**config.mk**
```make
export PLATFORM = sky130hd
export DESIGN_NAME = irda_codec
export DESIGN_NICKNAME = d
export VERILOG_FILES = /design/src/rtl/irda_codec.sv
export SDC_FILE = /design/constraint.sdc
export NUM_CORES = 1
export LEC_CHECK = 0
export ABC_CLOCK_PERIOD_IN_PS = 1900
export CORE_ASPECT_RATIO = 0.7
export CORE_MARGIN = 5
export CORE_UTILIZATION = 50
export DETAILED_ROUTE_END_ITERATION = 12
export PLACE_DENSITY = 0.73
export SLEW_MARGIN = 5
export SYNTH_ARGS = -nofsm -noshare
export SYNTH_HDL_FRONTEND = slang
export SYNTH_SLANG_ARGS = --single-unit
```
**constraint.sdc**
```tcl
create_clock -name clock -period 1.9 [get_ports clock]
set_clock_uncertainty 0.05 [all_clocks]
set_input_delay 0.38 -clock clock [delete_from_list [all_inputs] [get_ports clock]]
set_output_delay 0.38 -clock clock [all_outputs]
set_load 0.02 [all_outputs]
```
**src/rtl/irda_codec.sv**
```systemverilog
// IrDA SIR-style codec: turns a UART TX line into short IR pulses and
// stretches received IR pulses back into UART-width low bits.
//
// state    | meaning
// T_IDLE   | waiting for a start edge on the UART TX line
// T_ACTIVE | framing a UART character, emitting IR pulses for 0 bits
// T_GUARD  | blanking RX after TX so our own LED echo is not decoded
// R_IDLE   | uart_rx_data high, waiting for a qualified IR pulse
// R_LOW    | uart_rx_data held low for one bit time (retriggerable)
module irda_codec #(
   parameter int CLK_DIV        = 4,
   parameter int BIT_TICKS      = 16,
   parameter int PULSE_TICKS    = 3,
   parameter int MIN_PULSE_CLKS = 3,
   parameter int GUARD_TICKS    = 8,
   parameter int FRAME_BITS     = 10,
   parameter int RX_ACTIVE_LOW  = 1
) (
   input  logic       clock,
   input  logic       reset,
   input  logic       sending,
   input  logic       uart_tx_data,
   output logic       ir_tx_data,
   input  logic       rx_ir_data,
   output logic       uart_rx_data,
   output logic       tx_active,
   output logic       rx_active,
   output logic [7:0] rx_glitch_cnt
);

   localparam int PULSE_CLKS   = PULSE_TICKS * CLK_DIV;
   localparam int STRETCH_CLKS = CLK_DIV * BIT_TICKS;
   localparam int DIV_W   = $clog2(CLK_DIV);
   localparam int TICK_W  = $clog2(BIT_TICKS);
   localparam int BIT_W   = (FRAME_BITS > 1) ? $clog2(FRAME_BITS) : 1;
   localparam int PULSE_W = $clog2(PULSE_CLKS);
   localparam int GUARD_W = (GUARD_TICKS > 0) ? $clog2(GUARD_TICKS + 1) : 1;
   localparam int STR_W   = $clog2(STRETCH_CLKS);
   localparam int RUN_W   = $clog2(MIN_PULSE_CLKS + 1);
   localparam logic RX_IDLE_LVL = (RX_ACTIVE_LOW != 0);

   typedef enum logic [1:0] {T_IDLE, T_ACTIVE, T_GUARD} t_state_e;
   typedef enum logic {R_IDLE, R_LOW} r_state_e;

   t_state_e t_state_q, t_state_d;
   r_state_e r_state_q, r_state_d;
   logic [1:0]         tx_sync_q, tx_sync_d, rx_sync_q, rx_sync_d;
   logic               tx_prev_q, tx_prev_d;
   logic [DIV_W-1:0]   div_q, div_d;
   logic [TICK_W-1:0]  tick_cnt_q, tick_cnt_d;
   logic [BIT_W-1:0]   bit_cnt_q, bit_cnt_d;
   logic [GUARD_W-1:0] guard_cnt_q, guard_cnt_d;
   logic [PULSE_W-1:0] pulse_cnt_q, pulse_cnt_d;
   logic [STR_W-1:0]   stretch_q, stretch_d;
   logic [RUN_W-1:0]   run_q, run_d;
   logic               qual_q, qual_d;
   logic               ir_q, ir_d, uart_rx_q, uart_rx_d;
   logic               tx_active_q, tx_active_d, rx_active_q, rx_active_d;
   logic [7:0]         glitch_q, glitch_d;

   logic tx_s, tx_fall, rx_act, tick, tx_start, pulse_start, blank;

   assign tx_s    = tx_sync_q[1];
   assign tx_fall = tx_prev_q & ~tx_s;
   assign rx_act  = (rx_sync_q[1] != RX_IDLE_LVL);
   assign tick    = (div_q == DIV_W'(CLK_DIV - 1));
   // Our own TX (or the intent to send) would echo into the receiver.
   assign blank   = sending | (t_state_q != T_IDLE);

   // Synchronisers and oversample prescaler; the prescaler re-phases on a
   // TX start so bit timing is measured from the start edge.
   always_comb begin
      tx_sync_d = {tx_sync_q[0], uart_tx_data};
      rx_sync_d = {rx_sync_q[0], rx_ir_data};
      tx_prev_d = tx_s;
      div_d     = tick ? '0 : div_q + 1'b1;
      if (tx_start) div_d = '0;
   end

   // TX framing FSM: sample mid-bit, fire a fixed-width pulse for 0 bits.
   always_comb begin
      t_state_d   = t_state_q;
      tick_cnt_d  = tick_cnt_q;
      bit_cnt_d   = bit_cnt_q;
      guard_cnt_d = guard_cnt_q;
      pulse_cnt_d = pulse_cnt_q;
      ir_d        = 1'b0;
      tx_start    = 1'b0;
      pulse_start = 1'b0;
      case (t_state_q)
         T_IDLE, T_GUARD: begin
            if (tx_fall && sending) begin
               tx_start   = 1'b1;
               t_state_d  = T_ACTIVE;
               tick_cnt_d = '0;
               bit_cnt_d  = '0;
            end else if (t_state_q == T_GUARD) begin
               if (guard_cnt_q == '0) t_state_d = T_IDLE;
               else if (tick)         guard_cnt_d = guard_cnt_q - 1'b1;
            end
         end
         T_ACTIVE: begin
            if (!sending) begin
               t_state_d   = T_GUARD;
               guard_cnt_d = GUARD_W'(GUARD_TICKS);
            end else begin
               if (tick) begin
                  if (tick_cnt_q == TICK_W'(BIT_TICKS - 1)) begin
                     tick_cnt_d = '0;
                     if (bit_cnt_q == BIT_W'(FRAME_BITS - 1)) begin
                        t_state_d   = T_GUARD;
                        guard_cnt_d = GUARD_W'(GUARD_TICKS);
                     end else begin
                        bit_cnt_d = bit_cnt_q + 1'b1;
                     end
                  end else begin
                     tick_cnt_d = tick_cnt_q + 1'b1;
                  end
                  if (tick_cnt_q == TICK_W'(BIT_TICKS / 2 - 1) && !tx_s) pulse_start = 1'b1;
               end
               if (pulse_start) begin
                  ir_d        = 1'b1;
                  pulse_cnt_d = PULSE_W'(PULSE_CLKS - 1);
               end else if (ir_q && pulse_cnt_q != '0) begin
                  ir_d        = 1'b1;
                  pulse_cnt_d = pulse_cnt_q - 1'b1;
               end
               if (t_state_d != T_ACTIVE) ir_d = 1'b0;
            end
         end
         default: t_state_d = T_IDLE;
      endcase
      tx_active_d = (t_state_d == T_ACTIVE);
   end

   // RX pulse qualifier, glitch counter and retriggerable low-stretch FSM.
   always_comb begin
      run_d     = run_q;
      glitch_d  = glitch_q;
      r_state_d = r_state_q;
      stretch_d = stretch_q;
      if (!rx_act)                                run_d = '0;
      else if (run_q != RUN_W'(MIN_PULSE_CLKS))   run_d = run_q + 1'b1;
      qual_d = rx_act && (run_q == RUN_W'(MIN_PULSE_CLKS - 1));
      if (!rx_act && run_q != '0 && run_q < RUN_W'(MIN_PULSE_CLKS) && !blank
          && glitch_q != 8'hFF)
         glitch_d = glitch_q + 1'b1;
      case (r_state_q)
         R_IDLE: begin
            if (qual_q && !blank) begin
               r_state_d = R_LOW;
               stretch_d = STR_W'(STRETCH_CLKS - 1);
            end
         end
         R_LOW: begin
            if (blank)                r_state_d = R_IDLE;
            else if (qual_q)          stretch_d = STR_W'(STRETCH_CLKS - 1);
            else if (stretch_q == '0) r_state_d = R_IDLE;
            else                      stretch_d = stretch_q - 1'b1;
         end
         default: r_state_d = R_IDLE;
      endcase
      uart_rx_d   = (r_state_d != R_LOW);
      rx_active_d = (r_state_d == R_LOW);
   end

   // State and output registers.
   always_ff @(posedge clock or posedge reset) begin
      if (reset) begin
         t_state_q   <= T_IDLE;
         r_state_q   <= R_IDLE;
         tx_sync_q   <= 2'b11;
         tx_prev_q   <= 1'b1;
         rx_sync_q   <= {2{RX_IDLE_LVL}};
         div_q       <= '0;
         tick_cnt_q  <= '0;
         bit_cnt_q   <= '0;
         guard_cnt_q <= '0;
         pulse_cnt_q <= '0;
         stretch_q   <= '0;
         run_q       <= '0;
         qual_q      <= 1'b0;
         ir_q        <= 1'b0;
         uart_rx_q   <= 1'b1;
         tx_active_q <= 1'b0;
         rx_active_q <= 1'b0;
         glitch_q    <= '0;
      end else begin
         t_state_q   <= t_state_d;
         r_state_q   <= r_state_d;
         tx_sync_q   <= tx_sync_d;
         tx_prev_q   <= tx_prev_d;
         rx_sync_q   <= rx_sync_d;
         div_q       <= div_d;
         tick_cnt_q  <= tick_cnt_d;
         bit_cnt_q   <= bit_cnt_d;
         guard_cnt_q <= guard_cnt_d;
         pulse_cnt_q <= pulse_cnt_d;
         stretch_q   <= stretch_d;
         run_q       <= run_d;
         qual_q      <= qual_d;
         ir_q        <= ir_d;
         uart_rx_q   <= uart_rx_d;
         tx_active_q <= tx_active_d;
         rx_active_q <= rx_active_d;
         glitch_q    <= glitch_d;
      end
   end

   assign ir_tx_data    = ir_q;
   assign uart_rx_data  = uart_rx_q;
   assign tx_active     = tx_active_q;
   assign rx_active     = rx_active_q;
   assign rx_glitch_cnt = glitch_q;

endmodule

```
==> results of run 1 <==
[flip-flops by register name, summed over array words and instances, names as in the netlist, 2 cells and up]
name,flops
t_state_q,2
bit_cnt_q,4
guard_cnt_q,4
run_q,2
rx_sync_q,2
tick_cnt_q,4
pulse_cnt_q,4
stretch_q,6
div_q,2
tx_sync_q,2
rx_glitch_cnt,8
[path summary, 6_finish.rpt]
kind,start,to,slack (ns),depth (start not counted)
worst max register to register,tick_cnt_q[0]$_DFFE_PP0P_,bit_cnt_q[3]$_DFFE_PP0P_,0.12,5
worst max-delay path,uart_rx_data$_DFF_PP1_,uart_rx_data,0.06,1
min in group clock,rx_sync_q[0]$_DFF_PP1_,rx_sync_q[1]$_DFF_PP1_,0.31,0
worst min register to register,rx_sync_q[0]$_DFF_PP1_,rx_sync_q[1]$_DFF_PP1_,0.31,0
max in group asynchronous,reset,tx_prev_q$_DFF_PP1_,1.01,3
worst min-delay path,reset,stretch_q[2]$_DFFE_PP0P_,0.26,2
[where the power goes]
part | internal [mW] | switching [mW]
sequential | 1.21 | 0.228
clock | 0.395 | 0.348
combinational | 0.482 | 0.553
total | 2.08 | 1.13
[layout by cell type, fill, tap and decap left out, drive strengths merged, types with 2 or more instances in the layout]
| cell | count |
|---|---|
| and4 | 4 |
| nand2 | 18 |
| a31oi | 2 |
| and2 | 5 |
| nand4 | 2 |
| clkbuf | 5 |
| and3 | 3 |
| inv | 18 |
| o41ai | 2 |
| mux2i | 7 |
| buf | 17 |
| nand3 | 11 |
| or4 | 3 |
| nor2 | 15 |
| o21ai | 10 |
| dfstp | 6 |
| nor3 | 9 |
| a2111oi | 3 |
| ha | 13 |
| mux2 | 3 |
| nand4b | 2 |
| xor2 | 7 |
| nand2b | 3 |
| a21oi | 9 |
| nor3b | 2 |
| o22a | 3 |
| clkdlybuf4s50 | 15 |
| nor2b | 3 |
| dfrtp | 40 |
[through the flow]
stage	instances	total power [mW]	setup slack [ns]	util, %	hold slack, ns
after floorplan	227	2.10	0.141	-	0.295
after global placement	312	2.43	-0.144	58.9	0.296
after detailed placement	312	2.48	-0.168	58.9	0.299
after CTS	320	3.24	0.0425	61.2	0.260
after global routing	320	3.44	0.0200	61.3	0.259
final	320	3.21	0.0608	61.3	0.260
[cells by family after synthesis]
group                      after synthesis  synth area share [%]
AOI/OAI and AO/OA                       41                  13.9
and+or+nand+nor                         87                  20.8
buffers and inverters                   22                  3.76
muxes                                   10                  4.28
xor gates and xnor gates                 8                  2.89
DFF                                     46                  47.7
adders and majority gates               13                  6.70
[repair_timing]
action                     4_1_cts  5_1_grt
resized for setup                0        2
buffers inserted                 0        0
setup endpoints to repair        0        4
[routing by layer]
layer	vias up	global-route usage, %	part of all wire [%]
li1	880	-	-
met1	851	25.0	53
met2	31	25.1	41
met3	5	3.85	4.6
met4	0	5.12	0.95
met5	-	0	0
[final cells by class]
class	instances	area, µm²
Multi-Input combinational cell	159	1180
Tap cell	57	71.3
Clock inverter	3	43.8
Fill cell	385	1830
Clock buffer	5	68.8
Sequential cell	46	1160
Timing Repair Buffer	33	315
Inverter	17	63.8
==> results.yml, run 1 <==
clocking:
  cts_buffer_depth: 2
  cts_tree: "yes"
  htreeDepth: 2
  ctsHoldBuffers: 0
  clkLatencyLatePin_ns: 0.30
  cts.sinks: 46
  clk_pin_slew_ns: 0.09
  clock-root-buffer: "clkbuf_8"
  cts_buffers: 5
drt:
  drt_iter0_markers: 179
  via_count: 1767
  wl_um: 4820
  dr.pass1.iters: 4
  viasPerCell: 5.52
  drtAntennaViolNets: 0
  wire_per_inst_um: 15.1
  drc_errors: 0
sta:
  final_hold_viol_count: 0
  fin_crit_ns: 1.84
  rsz0062_at_grt: "false"
  tightestPinTransition_ns: 0.485
  max_slew_margin_pct: 67.6
  finalSetupViolCount: 0
  slew_viol_final: 0
  setup_tns_ns: 0
  fmax_ghz: 0.544
  fin_crit_sh_pct: 96.8
logic_synthesis:
  async_flop_share_pct: 100
  ys_seq_area_share_pct: 47.7
  synth-edff-count: 0
  synth_fp_nets: 245
  synth_top_area_share_pct: 41.2
  yosysMostFrequentCell: "dfrtp_1"
  synth_area_um2: 2430
  synth_ff_type: "dfrtp_1"
  yosys_warnings: 0
  avgSynthCellArea_um2: 10.7
  yosysUniqueCellTypes: 52
  ys_seq_elements: 46
  synthTopCellsByCount: "dfrtp_1, nand2_1, inv_1, nor2_1, ha_1"
  yosysTopAreaCell: "dfrtp_1"
  synth_area_leaders: "dfrtp_1, ha_1, dfstp_2, a2111oi_4, mux2i_1"
  syn-instance-count: 227
power:
  irDropWorstVdd_uv: 544
  powerDensity_nw_per_um2: 1110
  p_leak_nw: 1.30
setup_path:
  crit_path_end_kind: "primary output"
  crit_buf_inv: 1
  cp_slowest_stage_delay_ns: 0.59
  path_class: "register to primary output"
  startpoint_type: "register"
  cp_slowest_cell: "clkdlybuf4s50_1"
  cp_max_fo: 1
  cp.arrival_ns: 1.41
  path_cells: "clkdlybuf4s50_1"
  cp_top_family: "buffers and inverters"
  crit_required_ns: 1.47
cells_and_area:
  synthToLayoutAreaGrowth_pct: 19.5
  diodes: 0
  finalNetCount: 280
  final_area_um2: 2900
  drive_gt1_share_pct: 16.3
global_routing:
  grt_pass1_wl_um: 8400
  antenna_found_initial: 0
  grt_max_degree: 38
  grt_pass1_vias: 1709
  grt_util_all_layers_pct: 17.0
  overflow: 0
flow_run:
  drv_cap: 0
floorplan:
  core_area_um2: 4730
  fp.dieArea_um2: 6370
  start_util_pct: 51.3
  die_h_um: 68.3
  pin_count: 17
  chipWidth_um: 93.3
  rows: 21
worst_hold_path:
  hold_path_class: "input port to async pin"
placed_design:
  dpl_cell_area_um2: 2780
  detailed_place_hpwl_um: 3580
  numPortBuffers: 16
  gp_congestion: 0.835
run_status:
  status: "finished, final reports clean"
No activity file was read; power rests on OpenSTA's default activity.
==> run 2: changes to the inputs <==
SKIP_LAST_GASP = 1   (was default)
==> results of run 2 <==
No change in the layout: final DEF, timing and power equal those of run 1.
